**config.mk**
```make
export PLATFORM = sky130hd
export DESIGN_NAME = cpu_bus_master
export DESIGN_NICKNAME = d
export VERILOG_FILES = /design/src/rtl/cpu_bus_master.sv
export SDC_FILE = /design/constraint.sdc
export NUM_CORES = 1
export LEC_CHECK = 0
export CORE_MARGIN = 1
export CORE_UTILIZATION = 58
export CTS_CLUSTER_DIAMETER = 30
export DETAILED_ROUTE_END_ITERATION = 16
export PLACE_DENSITY = 0.94
export RECOVER_POWER = 100
export SETUP_SLACK_MARGIN = 0.02
export SYNTH_ARGS = -nofsm -noshare
export SYNTH_HDL_FRONTEND = slang
export SYNTH_SLANG_ARGS = --single-unit
```
**constraint.sdc**
```tcl
create_clock -name clk -period 9.1 [get_ports clk]
set_input_delay 1.82 -clock clk [delete_from_list [all_inputs] [get_ports clk]]
set_output_delay 1.82 -clock clk [all_outputs]
set_load 0.005 [all_outputs]
```
**src/rtl/cpu_bus_master.sv**
```systemverilog
// Bus initiator for the simple CPU peripheral bus: commands are queued in a
// small FIFO, issued one at a time as single-cycle strobes, and answered in order.
module cpu_bus_master #(
  parameter int AW         = 32,
  parameter int DW         = 32,
  parameter int RD_LATENCY = 1,
  parameter int FIFO_DEPTH = 4
) (
  input  logic          clk,
  input  logic          rstn,
  input  logic          cmd_valid,
  output logic          cmd_ready,
  input  logic          cmd_we,
  input  logic [AW-1:0] cmd_addr,
  input  logic [DW-1:0] cmd_wdata,
  output logic          rsp_valid,
  input  logic          rsp_ready,
  output logic          rsp_we,
  output logic [DW-1:0] rsp_rdata,
  output logic          busy,
  output logic          wr,
  output logic [AW-1:0] waddr,
  output logic [DW-1:0] wdata,
  output logic          rd,
  output logic [AW-1:0] raddr,
  input  logic [DW-1:0] rdata
);

  localparam int PW = $clog2(FIFO_DEPTH);
  localparam int CW = $clog2(RD_LATENCY + 1);

  typedef enum logic [1:0] {IDLE, ISSUE, WAIT, RESP} state_e;

  logic          we_mem   [FIFO_DEPTH];
  logic [AW-1:0] addr_mem [FIFO_DEPTH];
  logic [DW-1:0] data_mem [FIFO_DEPTH];

  logic [PW:0]   wptr_q, wptr_d, rptr_q, rptr_d;
  logic          full, empty, push, pop;
  logic          head_we;
  logic [AW-1:0] head_addr;
  logic [DW-1:0] head_data;

  state_e        state_q;
  logic          cur_we_q;
  logic [CW-1:0] cnt_q;
  logic          wr_q, rd_q, rsp_valid_q, rsp_we_q;
  logic [AW-1:0] waddr_q, raddr_q;
  logic [DW-1:0] wdata_q, rsp_rdata_q;

  // Pointers carry one extra wrap bit to tell full from empty.
  assign empty = (wptr_q == rptr_q);
  assign full  = (wptr_q[PW] != rptr_q[PW]) && (wptr_q[PW-1:0] == rptr_q[PW-1:0]);
  assign push  = cmd_valid & ~full;
  assign pop   = (state_q == IDLE) & ~empty;

  assign head_we   = we_mem[rptr_q[PW-1:0]];
  assign head_addr = addr_mem[rptr_q[PW-1:0]];
  assign head_data = data_mem[rptr_q[PW-1:0]];

  always_comb begin
    wptr_d = wptr_q + {{PW{1'b0}}, push};
    rptr_d = rptr_q + {{PW{1'b0}}, pop};
  end

  always_ff @(posedge clk or negedge rstn) begin
    if (!rstn) begin
      wptr_q <= '0;
      rptr_q <= '0;
    end else begin
      wptr_q <= wptr_d;
      rptr_q <= rptr_d;
    end
  end

  always_ff @(posedge clk) begin
    if (push) begin
      we_mem[wptr_q[PW-1:0]]   <= cmd_we;
      addr_mem[wptr_q[PW-1:0]] <= cmd_addr;
      data_mem[wptr_q[PW-1:0]] <= cmd_wdata;
    end
  end

  // Strobes are registered, so they are loaded on the IDLE->ISSUE transition
  // and are high exactly during the ISSUE cycle.
  always_ff @(posedge clk or negedge rstn) begin
    if (!rstn) begin
      state_q     <= IDLE;
      cur_we_q    <= 1'b0;
      cnt_q       <= '0;
      wr_q        <= 1'b0;
      rd_q        <= 1'b0;
      waddr_q     <= '0;
      wdata_q     <= '0;
      raddr_q     <= '0;
      rsp_valid_q <= 1'b0;
      rsp_we_q    <= 1'b0;
      rsp_rdata_q <= '0;
    end else begin
      case (state_q)
        IDLE: begin
          if (!empty) begin
            cur_we_q <= head_we;
            wr_q     <= head_we;
            rd_q     <= ~head_we;
            if (head_we) begin
              waddr_q <= head_addr;
              wdata_q <= head_data;
            end else begin
              raddr_q <= head_addr;
            end
            state_q <= ISSUE;
          end
        end
        ISSUE: begin
          wr_q <= 1'b0;
          rd_q <= 1'b0;
          if (cur_we_q) begin
            rsp_valid_q <= 1'b1;
            rsp_we_q    <= 1'b1;
            rsp_rdata_q <= '0;
            state_q     <= RESP;
          end else begin
            cnt_q   <= CW'(RD_LATENCY);
            state_q <= WAIT;
          end
        end
        WAIT: begin
          cnt_q <= cnt_q - 1'b1;
          if (cnt_q == CW'(1)) begin
            rsp_rdata_q <= rdata;
            rsp_we_q    <= 1'b0;
            rsp_valid_q <= 1'b1;
            state_q     <= RESP;
          end
        end
        RESP: begin
          if (rsp_ready) begin
            rsp_valid_q <= 1'b0;
            state_q     <= IDLE;
          end
        end
        default: state_q <= IDLE;
      endcase
    end
  end

  assign cmd_ready = ~full;
  assign busy      = (state_q != IDLE) | ~empty;
  assign wr        = wr_q;
  assign rd        = rd_q;
  assign waddr     = waddr_q;
  assign wdata     = wdata_q;
  assign raddr     = raddr_q;
  assign rsp_valid = rsp_valid_q;
  assign rsp_we    = rsp_we_q;
  assign rsp_rdata = rsp_rdata_q;

endmodule

```
==> qor.txt <==
wire length per cell after detailed routing = 24.58 um
sequential-to-total area share from yosys stat = 75.77%
worst min path class = reg2reg
Die Width = 162.8 um
maximum frequency from static timing analysis = 154.0 MHz
largest driver fanout on the critical path = 67
count of standard-cell rows = 58
share of final-layout standard cells stronger than drive strength 1 = 21.18%
via count of the first global-routing pass = 8379
relative slew slack = -129.3%
Post-Synthesis Net Count = 798
placed inst area = 17660 um2
synthesized netlist cell count = 689
number of clock buffers inserted by TritonCTS = 66
Final Hold Slack = 0.4772 ns
Final Hold Viols = 0
result of the run = finished with violations
gr usage total = 25.91%
first-pass GRT wire length = 49.91 mm
mean area per synthesized cell = 21.76 um2
Max-Cap Viols = 6
clock period minus worst slack = 6.496 ns
worst-case vdd ir drop = 0.0002243 V
core region area = 25250 um2
delay of the slowest cell on the worst path = 2.42 ns
cells along the critical path = xnor2_1 > and2_0 > nand3_1 > dlygate4sd3_1
total number of clock tree sinks = 402
largest delay contributor family on the critical path = flip-flops
power density relative to cell area = 375.1 nW/um2
TritonRoute pass-1 iters = 4
leading cell type by number of instances after synthesis = sky130_fd_sc_hd__edfxtp_1
antenna-violating nets left = 0
cell with the largest stage delay on the worst path = sky130_fd_sc_hd__dfrtp_1
total number of H-tree levels = 3
crit path setup slack, layout = 2.604 ns
number of pins with negative max-slew slack in the final report = 266
Buf/Inv on CP = 1
number of unique standard cell types used by synthesis = 37
peak-usage layer in the global routing report = met2
largest net degree at the start of global routing = 84
Arrival @ worst endpoint = 4.68 ns
initial cell density of the core = 59.37%
Syn. warnings = 0
required arrival time at the worst endpoint = 7.28 ns
area added between synthesis and finish = 31.45%
library cell occupying the most area in the post-synthesis netlist = sky130_fd_sc_hd__edfxtp_1
Buffers on Ports = 234
HPWL after DPL = 18.38 mm
aggregate routed wire length = 33.47 mm
post-detailed-route DRC marker count = 0
clk buf depth = 3
met2 track demand over resource in global routing = 42.42%
TNS Setup = 0 ns
clock transition at the registers of the reported paths = 0.05 ns
GR Layer Usage met3 = 6.595%
CP startpoint kind = flip-flop
clock tree from TritonCTS = built
total number of vias = 7859
starting DRC count in detailed routing = 679
synth cell count leaders = sky130_fd_sc_hd__edfxtp_1 (260), sky130_fd_sc_hd__dfrtp_1 (142), sky130_fd_sc_hd__mux4_2 (65), sky130_fd_sc_hd__mux2_4 (49), sky130_fd_sc_hd__a22o_1 (32)
clock tree root driver cell = sky130_fd_sc_hd__clkbuf_16
post-layout total power = 7.394 mW
pin slew with the least headroom to its limit = 3.439 ns
register bit count reported by yosys = 402
area of all placed cells without fillers = 19710 um2
clock latency reported for the late side of the worst-skew pair = 0.56 ns
main area contributors after synthesis = sky130_fd_sc_hd__edfxtp_1 (52%), sky130_fd_sc_hd__dfrtp_1 (24%), sky130_fd_sc_hd__mux4_2 (9.8%)
pre-CTS setup slack = 4.917 ns
cts hold-fix bufs = 0
ports placed on the boundary = 235
Post-synth EDFFs = 260
number of antenna violations at the first check in global routing = 12
clock skew after layout = 0.01736 ns
share of the synthesized area in the top cell type = 52.07%
residual overflow from global routing = 0
met1 demand-to-capacity share in global routing = 32.86%
share of flip-flops with an asynchronous set or reset = 35.32%
unrepaired setup endpoints after global routing = false
final count of negative-setup-slack endpoints = 0
start-to-end type of the worst setup path = reg2out
Post-CTS Setup Bufs = 0
Die Footprint = 26500 um2
main flop type after synthesis = sky130_fd_sc_hd__edfxtp_1
total leakage power = 7.407 nW
crit path capture type = primary output
total number of nets in the final design = 1075
Synth Cell Area = 14990 um2
violated checks = max-capacitance violations, max-slew violations
die height = 162.8 um
final critical-path share of the clock period = 71.38%
average vias per placed instance = 5.770
post_cts resized = 0
final weighted congestion in routability-driven placement = 0.7638
==> path summary, 6_finish.rpt <==
path,start,slack (ns),to,cells after the start
setup reg to reg,rptr_q[1],2.69,raddr[7],4
min in group asynchronous,rstn,2.42,waddr[14],1
hold reg to reg,raddr[10],0.48,raddr[10],1
setup / recovery,rptr_q[1],2.60,busy,4
hold / removal,raddr[10],0.48,raddr[10],1
max in group asynchronous,rstn,4.15,rptr_q[0],2
==> power by group <==
part,leakage [nW],switching (mW),internal (mW)
clock,1.10,0.894,1.56
sequential,4.10,0.372,2.57
combinational,2.20,0.890,1.11
==> cell usage in the layout, fill, tap and decap left out, types with 12 or more instances in the layout <==
| master | synthesis | routed |
|---|---|---|
| sky130_fd_sc_hd__edfxtp_1 | 260 | 260 |
| sky130_fd_sc_hd__dlygate4sd3_1 | 0 | 200 |
| sky130_fd_sc_hd__clkbuf_16 | 0 | 69 |
| sky130_fd_sc_hd__dfrtp_1 | 142 | 141 |
| sky130_fd_sc_hd__mux2_2 | 30 | 26 |
| sky130_fd_sc_hd__mux4_2 | 65 | 65 |
| sky130_fd_sc_hd__a22o_1 | 32 | 32 |
| sky130_fd_sc_hd__clkdlybuf4s50_1 | 0 | 33 |
| sky130_fd_sc_hd__diode_2 | 0 | 12 |
| sky130_fd_sc_hd__mux2_1 | 19 | 71 |
==> kinds of logic after synthesis <==
| group | count (synthesis) | share of synthesized area (%) |
|---|---|---|
| compound gates | 47 | 2.545 |
| simple gates | 25 | 0.8762 |
| xor+xnor | 6 | 0.4006 |
| mux | 163 | 18.35 |
| fa+ha+maj | 8 | 0.6676 |
| buf+inv | 38 | 1.393 |
| flops | 402 | 75.77 |
==> flip-flops by register name (all words and copies together), names as in the netlist <==
register	cells
wr	1
data_mem	128
wptr_q	3
wdata	32
waddr	32
raddr	32
we_mem	4
rsp_rdata	32
cur_we_q	1
cnt_q	1
rptr_q	3
state_q	2
addr_mem	128
rsp_valid	1
rd	1
rsp_we	1
==> cell type report <==
cell class | count | area (um2)
Antenna cell | 12 | 30.03
Clock buffer | 80 | 1808
Clock inverter | 42 | 432.9
Fill cell | 1311 | 5544
Inverter | 6 | 22.52
Multi-Input combinational cell | 249 | 3258
Sequential cell | 402 | 11360
Tap cell | 330 | 412.9
Timing Repair Buffer | 241 | 2381
==> stage by stage <==
step / util (%) / instances
floorplan: - / 689
global placement: 69.92 / 1228
detailed placement: 69.92 / 1228
CTS: 78.80 / 1350
global route: 78.02 / 1359
finish: 78.05 / 1362
==> per-layer routing <==
metal	vias to the layer above	share of wire [%]
met2	366	52
met5	-	0.033
met4	2	2.7
met3	65	7.1
met1	4073	38
li1	3353	-
==> worst reg2reg max path, cell delays in order, from the launching register on <==
cell                      delay [ns]
sky130_fd_sc_hd__dfrtp_1        2.42
sky130_fd_sc_hd__xnor2_1        0.59
sky130_fd_sc_hd__a31o_1         0.42
sky130_fd_sc_hd__nor2_1         2.33
sky130_fd_sc_hd__mux2_2         0.53
No activity file was read; power rests on OpenSTA's default activity.
